--- config.mk ---
export PLATFORM = sky130hd
export DESIGN_NAME = axis_frame_gate
export DESIGN_NICKNAME = d
export VERILOG_FILES = /design/src/rtl/axis_frame_gate_pkg.sv /design/src/rtl/axis_frame_gate.sv
export SDC_FILE = /design/constraint.sdc
export NUM_CORES = 1
export LEC_CHECK = 0
export CAP_MARGIN = 40
export CORE_AREA = 2 2 123 125
export CTS_CLUSTER_DIAMETER = 100
export DETAILED_ROUTE_END_ITERATION = 10
export DIE_AREA = 0 0 125 127
export PLACE_DENSITY = 0.76
export SLEW_MARGIN = 30
export SYNTH_ARGS = -nofsm -noshare
export SYNTH_HDL_FRONTEND = slang
export SYNTH_SLANG_ARGS = --single-unit
export TNS_END_PERCENT = 5
--- constraint.sdc ---
create_clock -name aclk -period 3.18 [get_ports aclk]
set_input_delay 0.636 -clock aclk [delete_from_list [all_inputs] [get_ports aclk]]
set_output_delay 0.636 -clock aclk [all_outputs]
set_load 0.01 [all_outputs]
--- src/rtl/axis_frame_gate_pkg.sv ---
// ---------------------------------------------------------------------------
// axis_frame_gate_pkg
//   Shared types and constants for the AXI-Stream frame gate.
//   - state_t           : FSM state encoding (IDLE / FRAME / GAP), 2 bits.
//   - FRAME_COUNT_WIDTH : width of the completed-frame status counter.
// ---------------------------------------------------------------------------
package axis_frame_gate_pkg;

  typedef enum logic [1:0] {
    ST_IDLE  = 2'd0,
    ST_FRAME = 2'd1,
    ST_GAP   = 2'd2
  } state_t;

  localparam int FRAME_COUNT_WIDTH = 32;

endpackage : axis_frame_gate_pkg

--- src/rtl/axis_frame_gate.sv ---
// ---------------------------------------------------------------------------
// axis_frame_gate
//   Cuts a free-running AXI-Stream source into frames of cfg_length beats,
//   flags the final beat with tlast, and optionally repeats frames with an
//   idle gap of cfg_gap cycles in between. The data path is a zero-latency,
//   storage-free passthrough that is only opened while in FRAME.
//
// Ports
//   aclk, aresetn           clock, synchronous active-low reset
//   cfg_enable              level; low blocks starts / ends continuous mode
//   cfg_continuous          1 = repeat frames, 0 = one frame per start
//   cfg_length              beats per frame (0 is illegal -> cfg_error)
//   cfg_gap                 idle cycles between frames
//   start                   single-cycle start strobe
//   S_AXIS_*                upstream slave stream (tready/tvalid/tdata)
//   M_AXIS_*                downstream master stream (tready/tvalid/tdata/tlast)
//   busy                    registered, high whenever the FSM is not IDLE
//   cfg_error               sticky zero-length flag, cleared by a good start
//   frame_count             completed frames, wraps at 2^32
// ---------------------------------------------------------------------------
module axis_frame_gate
  import axis_frame_gate_pkg::*;
#(
  parameter int AXIS_TDATA_WIDTH = 32,
  parameter int LENGTH_WIDTH     = 16,
  parameter int GAP_WIDTH        = 16
) (
  input  logic                          aclk,
  input  logic                          aresetn,
  input  logic                          cfg_enable,
  input  logic                          cfg_continuous,
  input  logic [LENGTH_WIDTH-1:0]       cfg_length,
  input  logic [GAP_WIDTH-1:0]          cfg_gap,
  input  logic                          start,
  output logic                          S_AXIS_tready,
  input  logic                          S_AXIS_tvalid,
  input  logic [AXIS_TDATA_WIDTH-1:0]   S_AXIS_tdata,
  input  logic                          M_AXIS_tready,
  output logic                          M_AXIS_tvalid,
  output logic [AXIS_TDATA_WIDTH-1:0]   M_AXIS_tdata,
  output logic                          M_AXIS_tlast,
  output logic                          busy,
  output logic                          cfg_error,
  output logic [FRAME_COUNT_WIDTH-1:0]  frame_count
);

  state_t                  state, state_next;

  logic [LENGTH_WIDTH-1:0] len_q;
  logic [GAP_WIDTH-1:0]    gap_q;
  logic                    cont_q;
  logic [LENGTH_WIDTH-1:0] beat_cnt;
  logic [GAP_WIDTH-1:0]    gap_timer;

  // Control strobes produced by the next-state logic for the datapath.
  logic latch_cfg;   // (re)load length/gap and zero the beat counter
  logic set_err;
  logic clr_err;
  logic load_gap;
  logic frame_done;

  logic handshake;
  logic last_beat;

  // In FRAME the downstream valid is the upstream valid, so a handshake is
  // simply upstream valid with downstream ready.
  assign handshake = (state == ST_FRAME) && S_AXIS_tvalid && M_AXIS_tready;
  assign last_beat = (beat_cnt == len_q - LENGTH_WIDTH'(1));

  // -------------------------------------------------------------------------
  // State register
  // -------------------------------------------------------------------------
  // NOTE: sequential state uses non-blocking assignments so every register
  // samples pre-edge values regardless of process ordering.
  always_ff @(posedge aclk) begin
    if (!aresetn) begin
      state <= ST_IDLE;
    end else begin
      state <= state_next;
    end
  end

  // -------------------------------------------------------------------------
  // Next-state logic
  // -------------------------------------------------------------------------
  // NOTE: every signal written here gets a default first so no path leaves
  // it unassigned, which would otherwise infer a latch.
  always_comb begin
    state_next = state;
    latch_cfg  = 1'b0;
    set_err    = 1'b0;
    clr_err    = 1'b0;
    load_gap   = 1'b0;
    frame_done = 1'b0;

    unique case (state)
      ST_IDLE: begin
        if (start && cfg_enable) begin
          if (cfg_length != '0) begin
            state_next = ST_FRAME;
            latch_cfg  = 1'b1;
            clr_err    = 1'b1;
          end else begin
            set_err = 1'b1;
          end
        end
      end

      ST_FRAME: begin
        if (handshake && last_beat) begin
          frame_done = 1'b1;
          if (cont_q && cfg_enable) begin
            if (gap_q != '0) begin
              state_next = ST_GAP;
              load_gap   = 1'b1;
            end else begin
              // Back-to-back frame: re-latch config, refuse a zero length.
              latch_cfg = 1'b1;
              if (cfg_length != '0) begin
                state_next = ST_FRAME;
              end else begin
                state_next = ST_IDLE;
                set_err    = 1'b1;
              end
            end
          end else begin
            state_next = ST_IDLE;
          end
        end
      end

      ST_GAP: begin
        // Leaving on timer==1 makes the gap exactly gap_q idle cycles.
        if (gap_timer <= GAP_WIDTH'(1)) begin
          if (cfg_enable) begin
            latch_cfg = 1'b1;
            if (cfg_length != '0) begin
              state_next = ST_FRAME;
            end else begin
              state_next = ST_IDLE;
              set_err    = 1'b1;
            end
          end else begin
            state_next = ST_IDLE;
          end
        end
      end

      default: state_next = ST_IDLE;
    endcase
  end

  // -------------------------------------------------------------------------
  // Output logic: combinational passthrough, closed outside FRAME
  // -------------------------------------------------------------------------
  always_comb begin
    S_AXIS_tready = 1'b0;
    M_AXIS_tvalid = 1'b0;
    M_AXIS_tdata  = '0;
    M_AXIS_tlast  = 1'b0;
    if (state == ST_FRAME) begin
      S_AXIS_tready = M_AXIS_tready;
      M_AXIS_tvalid = S_AXIS_tvalid;
      M_AXIS_tdata  = S_AXIS_tdata;
      M_AXIS_tlast  = last_beat;
    end
  end

  // -------------------------------------------------------------------------
  // Datapath: config latches, beat counter, gap timer, status registers
  // -------------------------------------------------------------------------
  always_ff @(posedge aclk) begin
    if (!aresetn) begin
      len_q       <= '0;
      gap_q       <= '0;
      cont_q      <= 1'b0;
      beat_cnt    <= '0;
      gap_timer   <= '0;
      cfg_error   <= 1'b0;
      frame_count <= '0;
      busy        <= 1'b0;
    end else begin
      if (latch_cfg) begin
        len_q    <= cfg_length;
        gap_q    <= cfg_gap;
        beat_cnt <= '0;
        // Mode is fixed for a run; only a fresh start from IDLE changes it.
        if (state == ST_IDLE) begin
          cont_q <= cfg_continuous;
        end
      end else if (handshake) begin
        beat_cnt <= beat_cnt + LENGTH_WIDTH'(1);
      end

      // The gap timer runs on time alone; downstream backpressure is ignored.
      if (load_gap) begin
        gap_timer <= gap_q;
      end else if (state == ST_GAP) begin
        gap_timer <= gap_timer - GAP_WIDTH'(1);
      end

      if (set_err) begin
        cfg_error <= 1'b1;
      end else if (clr_err) begin
        cfg_error <= 1'b0;
      end

      if (frame_done) begin
        frame_count <= frame_count + FRAME_COUNT_WIDTH'(1);
      end

      busy <= (state_next != ST_IDLE);
    end
  end

endmodule : axis_frame_gate
After elaboration in Yosys (flattened, before gate mapping). Index checks and enable logic that the tools add are counted.

$add $sub $neg: 4. Multiply operators: 0. Divide/modulo/power cells: 0. Magnitude comparators: 1. Eq/ne operators: 3. Shift operators: 0. Muxes and demuxes: 40. Bitwise logic cells: 1. Reductions and logical operators: 13.

Operator list (count): 32-bit by 1-bit adder with 32-bit output (second input constant) (1); 16-bit 2-to-1 mux (2); 32-bit 2-to-1 mux (1); 16-bit nonzero test (2); 16-bit by 1-bit subtractor with 16-bit output (second input constant) (2); 1-bit 2-to-1 mux (27); 16-bit by 1-bit adder with 16-bit output (second input constant) (1); 16-bit equality test (1); 16-bit by 1-bit less-or-equal comparator with 1-bit output (second input constant) (1); 2-bit 2-to-1 mux (7); 1-bit case mux with 3 select lines (2); 2-bit case mux with 3 select lines (1); 2-bit nonzero test (3); 1-bit logical AND (5); 2-bit by 1-bit equality test with 1-bit output (second input constant) (1); 2-bit equality test (second input constant) (1); 2-bit logical NOT (1); 2-bit AND reduction (1); 2-bit OR reduction (1); 1-bit inverter (1).

Bits in registers: 101. Bits in latches: 0. RAM bits: 0. Memory bits (read-only): 0. Bits of input ports: 71. Output and inout bits: 69. Logic and storage cells: 71. Memories: 0.

Depth between registers and ports, before layout.
Word-level depth: 7. Depth in mapped cells: 11. Mapped depth without buffers: 9.

Worst setup path after synthesis. Ideal clock, no wire load.

Kind: register to output. From: register len_q[0]. To: output M_AXIS_tlast. Data arrival time: 2.240 ns. Required time: 2.544 ns. Setup slack: 0.304 ns. Cell stages (with the launch flop): 9. Path buffers: 0. Cells stage by stage: dfxtp_1 inv_1 ha_1 or3b_1 xnor2_1 or3_1 a2111oi_2 nand2_1 nor3_1.

Longest elaborated chain between the ends: 3.

RTL lines: start, declared (line axis_frame_gate.sv:49) `logic [LENGTH_WIDTH-1:0] len_q;`; start signal, assigned (line axis_frame_gate.sv:184) `len_q <= cfg_length;`; 16-bit by 1-bit subtractor with 16-bit output (line axis_frame_gate.sv:68) `assign last_beat = (beat_cnt == len_q - LENGTH_WIDTH'(1));`; 16-bit equality test (line axis_frame_gate.sv:68); 1-bit 2-to-1 mux (line axis_frame_gate.sv:161) `if (state == ST_FRAME) begin`; end, declared (line axis_frame_gate.sv:41) `output logic M_AXIS_tlast,`.

Every way passes these cells.

Final worst setup path.
From: register len_q[9]. To: output M_AXIS_tlast.

The elaborated chain is that of the path after synthesis.

==> impl_metrics.yaml <==
run_status:
  status: "finished, final reports clean"
clock_network:
  worstSkewPairLatency_ps: 350
  cts_made_buffers: 9
  clk_pin_slew_worst_paths_ps: 70
  hold_buffers: 0
  ctsLongestPathBuffers: 2
  cts_tree: "yes"
  htreeDepth: 3
  cts-root-buf: "clkbuf_16"
  clkSinkCount: 101
timing:
  hold_viol: 0
  tns_ps: 0
  fmax_ghz: 0.3215
  setup_viol_count_final: 0
  worst-slew-pin-transition_ps: 619.1
  slew_headroom_pct: 58.47
  drv_slew: 0
  final.min_clock_period_ps: 3110
  fin_ws_ps: 69.79
  fin_crit_sh_pct: 97.81
  final.setup_skew_ps: 7.499
power:
  seq_power_share_pct: 44.9
  combPwrFrac_pct: 16.2
  ir_drop_uv: 268.5
  p_sw_share_pct: 25.03
  leakage_nw: 2.810
  powerDensity_nw_per_um2: 374.2
  power_frac_clock_pct: 38.9
  p_switching_uw: 730.1
  internal_power_mw: 2.187
job:
  max_cap_violations: 0
global_routing:
  grt_overflow: 0
  grt_pass1_vias: 5309
  grt_pass1_wl_um: 25540
  grt_max_degree: 55
  grtUsageTotal_pct: 19.21
  antenna_found_initial: 0
drt:
  drcViolationCount: 0
  wl_um: 15360
  via_count: 5581
  drtAntennaViolNets: 0
  avgViaCountPerCell: 5.499
  drtIter0Drc: 411
  routedWlPerCell_um: 15.13
  first_pass_iters: 5
floorplanning:
  die_y_um: 127
  die_area_um2: 15880
  core-area_um2: 14420
  io_pins: 140
  start_util_pct: 39.48
  num_rows: 44
  die_w_um: 125
synthesis:
  synth.avg_cell_area_um2: 8.289
  async_flop_share_pct: 0
  synthCells: 687
  syn-cell-area_um2: 5694
  synth_nets: 763
  synth_edf_count: 0
  yosysSeqAreaShare_pct: 35.51
  synth_cell_types: 63
  yosysWarnings: 0
  dominantRegCellSynth: "dfxtp_1"
  synth_seq_cells: 101
layout:
  fin_nets: 902
  utilization_pct: 54.04
  fillers: 1358
  multiInputGateArea_um2: 3460
  ff_latch_area_um2: 2024
  diodes: 0
  area_growth_pct: 36.89
  drive_above_1_share_pct: 10.59
  final_cells: 1015
worst_setup_path:
  critPathMaxFanout: 2
  crit_required_ps: 2540
  cp_data_arrival_time_ps: 2470
  crit_path_end_kind: "output port"
  worstSetupPathType: "flop to output port"
  start_kind: "flop"
placement:
  dp_cells: 999
  hpwlAfterDp_um: 11180
  dp_slack_ps: -178.6
  port_buffers: 139
  routabilityCongestion: 0.8447
worst_hold_path:
  min_path_type: "flop to flop"
flip-flops by register name (all words and copies together) (netlist names):
| register | cells |
|---|---|
| beat_cnt | 16 |
| cfg_error | 1 |
| gap_q | 16 |
| cont_q | 1 |
| gap_timer | 16 |
| frame_count | 32 |
| len_q | 16 |
| busy | 1 |
| state | 2 |
through the flow:
stage / total power, mW / cell area (um2) / hold WS (ps)
4_1_cts: 2.907 / 7715 / 462.1
6_report: 2.917 / 7795 / 462.0
3_5_place_dp: 1.782 / 7395 / 449.2
3_3_place_gp: 1.776 / 7395 / 446.6
2_1_floorplan: 1.561 / 5694 / 455.4
5_1_grt: 3.029 / 7795 / 490.2
path summary, 6_finish.rpt:
check / from / endpoint / slack (ps) / cells after the start
max: len_q[9] / M_AXIS_tlast / 70 / 7
min: cfg_error / cfg_error / 460 / 2
max reg2reg: len_q[1] / frame_count[4] / 140 / 11
min reg2reg: cfg_error / cfg_error / 460 / 2
layer usage:
metal  part of all wire (%)  global-route usage [%]
met1                     47                   25.26
met5                      0                       0
met3                    5.7                   4.606
met4                    1.4                   5.229
met2                     46                   31.78
logic make-up after synthesis:
kind of cell	share of synthesized area, %
flip-flops	35.51
multiplexers	2.131
buffers and inverters	5.383
XOR/XNOR	7.075
adder cells (fa/ha/maj)	1.099
AO/OA/AOI/OAI	18.52
AND/OR/NAND/NOR	30.28
synth_stat cells, types with 2 or more instances:
master / number / area share, %
xnor2_1: 28 / 4.3
and4_1: 6 / 0.92
o31ai_1: 2 / 0.26
or3_1: 6 / 0.66
o311ai_0: 24 / 3.7
or2_2: 3 / 0.33
buf_2: 7 / 0.62
nand3_1: 49 / 4.3
nor2b_1: 5 / 0.55
nor4_1: 10 / 1.1
and3_1: 12 / 1.3
buf_6: 5 / 0.99
o41ai_1: 23 / 3.5
clkbuf_1: 30 / 2.0
inv_1: 13 / 0.86
nor2_1: 58 / 3.8
o211ai_1: 2 / 0.26
a21oi_1: 43 / 3.8
nand4_1: 15 / 1.6
buf_1: 2 / 0.13
buf_4: 5 / 0.66
and2_1: 39 / 4.3
mux2i_1: 11 / 1.9
nor3_1: 8 / 0.70
or4_1: 6 / 0.79
nand3b_1: 3 / 0.40
a211oi_2: 4 / 0.88
nand2_1: 36 / 2.4
xor2_1: 18 / 2.8
o31a_1: 3 / 0.46
dfxtp_1: 101 / 36
a211oi_1: 6 / 0.79
o21ai_0: 37 / 3.3
ha_1: 5 / 1.1
nand2b_1: 27 / 3.0
nand4bb_1: 4 / 0.79
nor4_2: 2 / 0.44
o21ai_1: 4 / 0.35
layout by cell type (no fill, tap or decap), drive strengths merged, types with 4 or more instances in the layout:
cell type / synthesis / final
xor2: 18 / 18
nand4bb: 4 / 4
o41ai: 23 / 23
nand2: 36 / 36
nor3: 9 / 9
o311ai: 24 / 24
nand4: 15 / 15
ha: 5 / 5
buf: 19 / 41
or4: 7 / 7
mux2i: 11 / 11
and3: 12 / 12
clkdlybuf4s50: 0 / 137
o21ai: 41 / 41
a211oi: 10 / 10
or3: 7 / 7
nor4: 12 / 12
nand3: 50 / 50
nor2: 58 / 58
xnor2: 28 / 28
and4: 6 / 6
clkbuf: 31 / 11
a21oi: 43 / 43
and2: 39 / 39
nand2b: 27 / 27
dfxtp: 101 / 101
inv: 13 / 13
nor2b: 5 / 5
timing repair:
action,4_1_cts,5_1_grt
gates resized for setup,8,23
pin swaps,2,7
buffers inserted,0,0
endpoints found under the setup margin,3,27
worst max-delay path, stage by stage (launching register included):
cell	delay (ps)
dfxtp_1	320
or4_4	570
nor4b_4	290
a31oi_1	160
nor4b_4	330
nand2_1	100
nor3_2	210
buf_2	170
final cells by class:
type	instances	area share, %
multi-input combinational	522	44.38
inverter	14	0.6742
timing repair buffer	178	22.15
clock inverter	5	0.7544
sequential	101	25.97
clock buffer	11	3.114
tap	184	2.953
power groups by stage:
stage	sequential (mW)	combinational, mW	clock, mW
2_1_floorplan	1.34	0.226	0
3_3_place_gp	1.34	0.440	0
3_5_place_dp	1.34	0.444	0
4_1_cts	1.31	0.455	1.14
5_1_grt	1.31	0.515	1.20
6_report	1.31	0.472	1.13
(Power assumes the default switching activity.)
